$ cat config.mk
export PLATFORM = sky130hd
export DESIGN_NAME = d_uncache_ctrl
export DESIGN_NICKNAME = d
export VERILOG_FILES = /design/src/rtl/d_uncache_ctrl_pkg.sv /design/src/rtl/d_uncache_ctrl.sv
export SDC_FILE = /design/constraint.sdc
export NUM_CORES = 1
export LEC_CHECK = 0
export BUFFER_PORTS_ARGS = -buffer_cell sky130_fd_sc_hd__buf_2
export CORE_MARGIN = 2
export CORE_UTILIZATION = 47
export CTS_CLUSTER_SIZE = 10
export DETAILED_ROUTE_END_ITERATION = 7
export PLACE_DENSITY = 0.84
export SLEW_MARGIN = 20
export SYNTH_ARGS = -nofsm -noshare
export SYNTH_HDL_FRONTEND = slang
export SYNTH_SLANG_ARGS = --single-unit
$ cat constraint.sdc
create_clock -name clk -period 4.3 [get_ports clk]
set_input_delay 0.645 -clock clk [delete_from_list [all_inputs] [get_ports clk]]
set_output_delay 0.645 -clock clk [all_outputs]
set_load 0.05 [all_outputs]
$ cat src/rtl/d_uncache_ctrl_pkg.sv
// ---------------------------------------------------------------------------
// d_uncache_ctrl_pkg
// Shared memory-subsystem definitions for the uncached data-access path:
// access size codes, controller state encoding and the latched bus request.
// ---------------------------------------------------------------------------
package d_uncache_ctrl_pkg;

  // Access size codes, shared by the CPU side and the SRAM-like bus side.
  localparam logic [1:0] SIZE_B = 2'd0;
  localparam logic [1:0] SIZE_H = 2'd1;
  localparam logic [1:0] SIZE_W = 2'd2;

  typedef enum logic [1:0] {
    ST_IDLE = 2'd0,
    ST_REQ  = 2'd1,
    ST_RESP = 2'd2,
    ST_DONE = 2'd3
  } state_t;

  // One outstanding bus request; the bus side is driven only from this.
  typedef struct packed {
    logic        wr;
    logic [1:0]  size;
    logic [31:0] addr;
    logic [31:0] wdata;
    logic [3:0]  wstrb;
  } req_t;

endpackage

$ cat src/rtl/d_uncache_ctrl.sv
// ---------------------------------------------------------------------------
// d_uncache_ctrl
// Uncached data-access controller between the MEM stage and an SRAM-like bus.
// Stores are posted (the pipeline keeps running while they drain); loads
// stall the pipeline until the read data returns, which is then presented on
// cpu_rdata for exactly one unstalled DONE cycle. One transaction at a time.
//
// Ports
//   clk, rst            clock, synchronous active-high reset
//   cpu_en              MEM-stage uncached access valid
//   cpu_wen[3:0]        byte enables; nonzero = store, zero = load
//   cpu_size[1:0]       access size (SIZE_B / SIZE_H / SIZE_W)
//   cpu_paddr[31:0]     physical address
//   cpu_wdata[31:0]     lane-aligned store data
//   cpu_rdata[31:0]     raw load word, held until the next load completes
//   cpu_stall           freeze pipeline
//   bus_req             request valid (held until bus_addr_ok)
//   bus_wr              1 = write
//   bus_size[1:0]       access size
//   bus_addr[31:0]      physical address
//   bus_wdata[31:0]     write data
//   bus_wstrb[3:0]      byte strobes, zero on reads
//   bus_addr_ok         request accepted
//   bus_data_ok         read data valid / write complete
//   bus_rdata[31:0]     read data
// ---------------------------------------------------------------------------
module d_uncache_ctrl
  import d_uncache_ctrl_pkg::*;
(
  input  logic        clk,
  input  logic        rst,
  input  logic        cpu_en,
  input  logic [3:0]  cpu_wen,
  input  logic [1:0]  cpu_size,
  input  logic [31:0] cpu_paddr,
  input  logic [31:0] cpu_wdata,
  output logic [31:0] cpu_rdata,
  output logic        cpu_stall,
  output logic        bus_req,
  output logic        bus_wr,
  output logic [1:0]  bus_size,
  output logic [31:0] bus_addr,
  output logic [31:0] bus_wdata,
  output logic [3:0]  bus_wstrb,
  input  logic        bus_addr_ok,
  input  logic        bus_data_ok,
  input  logic [31:0] bus_rdata
);

  state_t      state;
  req_t        req;
  logic        req_valid;
  logic [31:0] rdata_q;
  logic        is_load;

  assign is_load = (cpu_wen == 4'b0000);

  // Stall covers a load being issued in IDLE and any access that arrives
  // while the bus is busy, so the next access waits for the previous one
  // to finish and bus order follows program order. DONE never stalls.
  // NOTE: every always_comb output gets a default first so no path through
  // the block leaves it unassigned and infers a latch.
  always_comb begin
    cpu_stall = 1'b0;
    if (cpu_en) begin
      unique case (state)
        ST_IDLE: cpu_stall = is_load;
        ST_REQ,
        ST_RESP: cpu_stall = 1'b1;
        default: cpu_stall = 1'b0;
      endcase
    end
  end

  // NOTE: all state here uses non-blocking assignments so every register
  // samples pre-edge values regardless of statement order.
  always_ff @(posedge clk) begin
    if (rst) begin
      // NOTE: the request register is reset as well because it drives the
      // bus pins directly; an abandoned transaction must leave no residue.
      state     <= ST_IDLE;
      req       <= '0;
      req_valid <= 1'b0;
      rdata_q   <= '0;
    end else begin
      unique case (state)
        ST_IDLE: begin
          if (cpu_en) begin
            req <= '{wr:    !is_load,
                     size:  cpu_size,
                     addr:  cpu_paddr,
                     wdata: cpu_wdata,
                     wstrb: cpu_wen};
            req_valid <= 1'b1;
            state     <= ST_REQ;
          end
        end
        ST_REQ: begin
          // A data_ok seen here belongs to nothing we issued; ignore it.
          if (bus_addr_ok) begin
            req_valid <= 1'b0;
            state     <= ST_RESP;
          end
        end
        ST_RESP: begin
          if (bus_data_ok) begin
            if (req.wr) begin
              state <= ST_IDLE;
            end else begin
              rdata_q <= bus_rdata;
              state   <= ST_DONE;
            end
          end
        end
        ST_DONE: begin
          // One unstalled cycle lets the pipeline consume the load result
          // without the still-asserted cpu_en re-issuing the same load.
          state <= ST_IDLE;
        end
        default: state <= ST_IDLE;
      endcase
    end
  end

  assign bus_req   = req_valid;
  assign bus_wr    = req.wr;
  assign bus_size  = req.size;
  assign bus_addr  = req.addr;
  assign bus_wdata = req.wdata;
  assign bus_wstrb = req.wstrb;
  assign cpu_rdata = rdata_q;

endmodule

==> flow_metrics.tcl <==
set metrics [dict create \
    critPathSlowestCell "nor4_1" \
    hpwl_um 6830 \
    grt_max_degree 107 \
    reg2reg_to "bus_addr[9]" \
    dpl.cell_count 764 \
    start_util_pct 47.6 \
    ys_types 23 \
    synth_fp_nets 591 \
    ys.flop_type "dfxtp_1" \
    fp.dieH_um 94.5 \
    layout-drive-gt1-share_pct 34.4 \
    synth_area_sq_um 3850 \
    stdcell_area_sq_um 5020 \
    final_cell_mix "buf_2, nand2_1, dfxtp_1" \
    yosysSeqAreaShare_pct 55.1 \
    slew_viol_final 0 \
    grt-busiest-layer "met2" \
    met1_usage_pct 22.8 \
    rrSetupSlack_ns 2.33 \
    yosysWarnings 0 \
    arrival_ns 1.86 \
    crit_fanout 2 \
    ctsLongestPathBuffers 2 \
    grt_pass1_wl_um 14600 \
    hold_end "cpu_rdata[21]" \
    fin_skew_ns 0.0131 \
    criticalPathCategory "in2out" \
    min_period_over_period_pct 58.3 \
    status "finished, final reports clean" \
    cts-root-buf "clkbuf_8" \
    cts_tree "yes" \
    wl_um 9530 \
    p_total_mw 2.80 \
    synth_cells 479 \
    cap_viol_max_count 0 \
    drt-vias-per-instance 4.81 \
    cpLargestDelayFamily "simple AND/OR/NAND/NOR gates" \
    grtUsageMet3_pct 6.86 \
    clkLatencyLatePin_ns 0.36 \
    dieArea_sq_um 8940 \
    cp-end-kind "output port" \
    final_common_cell "buf_2" \
    reg2reg_from "state[0]" \
    io_buffers 211 \
    r2r_cells 6 \
    startpoint_type "input port" \
    layout.cells.non_filler 780 \
    numCtsBuffers 9 \
    fin_crit_ns 2.51 \
    ioPinCount 212 \
    grt-ovfl-total 0 \
    ir_drop_mv 0.391 \
    hold_depth 2 \
    setup_viol 0 \
    antenna_found_initial 1 \
    path_cells "buf_2, nor4_1, a22oi_1, nor2_1, buf_2" \
    ant_nets 0 \
    synth_edf_count 0 \
    fin_tns_setup_ns 0 \
    fp-row-count 33 \
    place_area_sq_um 4850 \
    h-tree-depth 3 \
    hold_viol_final 0 \
    synth-seq-cells 106 \
    path_common_cell "buf_2" \
    max_freq_ghz 0.399 \
    cts_resized 0 \
    firstDrtPassIters 4 \
    rsz0062_at_grt "no" \
    tightestPinTransition_ns 1.05 \
    area_growth_pct 30.3 \
    min_path_type "reg2reg" \
    drc 0 \
    place.gp.congestion 0.750 \
    max_slew_margin_pct 29.9 \
    p_per_area_nw_per_um2 559 \
    core_sq_um 8090 \
    max_stage_delay_ns 0.58 \
    post_cts_buffers 0 \
    cts_hold_buf 0 \
    ys_async_sr_fraction_pct 0 \
    fin_nets 782 \
    cellLeakagePower_nw 2.39 \
    drt-wirelength-per-cell_um 12.2 \
    avgSynthCellArea_sq_um 8.04 \
    first_global_vias 3414 \
    hold_start "cpu_rdata[21]" \
    via_count 3752 \
    clkSlewWorstSetupHoldPaths_ns 0.09 \
    critPathBufInv 2 \
    die_x_um 94.5 \
    clock_sinks 106 \
    critPathRequiredTime_ns 3.65 \
    met2_usage_pct 37.3 \
    grt_use_total_pct 20.6 \
    drtIter0Drc 94 \
]
==> layout make-up <==
class	instances	area, sq um
repair buffers	214	1090
flip-flops and latches	106	2120
diodes	1	2.50
fillers	760	3070
multi-input cells	335	1490
well taps	105	131
inverters	4	15.0
clock inverters	6	42.5
clock buffers	9	124
==> tightest hold or removal path, cell delays in order (launching register included) <==
cell     delay (ns)
dfxtp_1        0.32
nand2_1        0.05
a21oi_1        0.05
==> registers in the layout (all words and copies together), names as in the netlist <==
signal / flops
bus_wdata: 32
bus_wr: 1
bus_wstrb: 4
bus_req: 1
bus_size: 2
state: 2
bus_addr: 32
cpu_rdata: 32
==> stage by stage <==
stage               hold slack [ns]  worst slack (ns)  util, %
CTS                           0.457              1.78     62.0
detailed placement            0.443              1.79     59.9
finish                        0.455              1.79     62.0
global route                  0.478              1.73     62.0
floorplan                     0.469              1.93        -
global placement              0.438              1.79     59.7
==> power breakdown <==
part	switching (mW)	internal (mW)
clock	0.328	0.210
combinational	0.815	0.263
sequential	0.0700	1.12
total	1.21	1.59
==> cell families (layout without fill, tap and decap cells) <==
logic type                 Yosys count  count (layout)  synth area share [%]
AOI/OAI and AO/OA                  110             110                  14.7
adders and majority gates            5               5                  1.62
buffers and inverters               38             233                  6.30
DFF                                106             106                  55.1
muxes                                1               1                 0.260
other                                0               1                     0
and+or+nand+nor                    219             219                  22.0
==> how the worst max path moves through the flow <==
stage          startpoint         to  cells past startpoint
6_report       cpu_wen[3]  cpu_stall                      5
5_1_grt        cpu_wen[3]  cpu_stall                      5
4_1_cts        cpu_wen[3]  cpu_stall                      5
3_5_place_dp   cpu_wen[3]  cpu_stall                      5
3_3_place_gp   cpu_wen[3]  cpu_stall                      5
2_1_floorplan  cpu_wen[3]  cpu_stall                      3
==> cells in the mapped netlist, types with 2 or more instances <==
cell	instances	share of area (%)
dfxtp_1	106	55
ha_1	5	1.6
inv_1	4	0.39
nor3_1	2	0.26
a21oi_1	103	13
buf_6	10	2.9
nor2b_1	4	0.65
clkbuf_1	6	0.58
buf_2	17	2.2
nor2_1	2	0.19
nand2_1	207	20
o21ai_0	2	0.26
==> metal layers <==
metal / wire length, um / part of all wire (%)
met4: 127 / 1.3
met3: 842 / 8.8
met1: 3860 / 41
met5: 0 / 0
met2: 4700 / 49
Power figures use the tool's default switching activity.
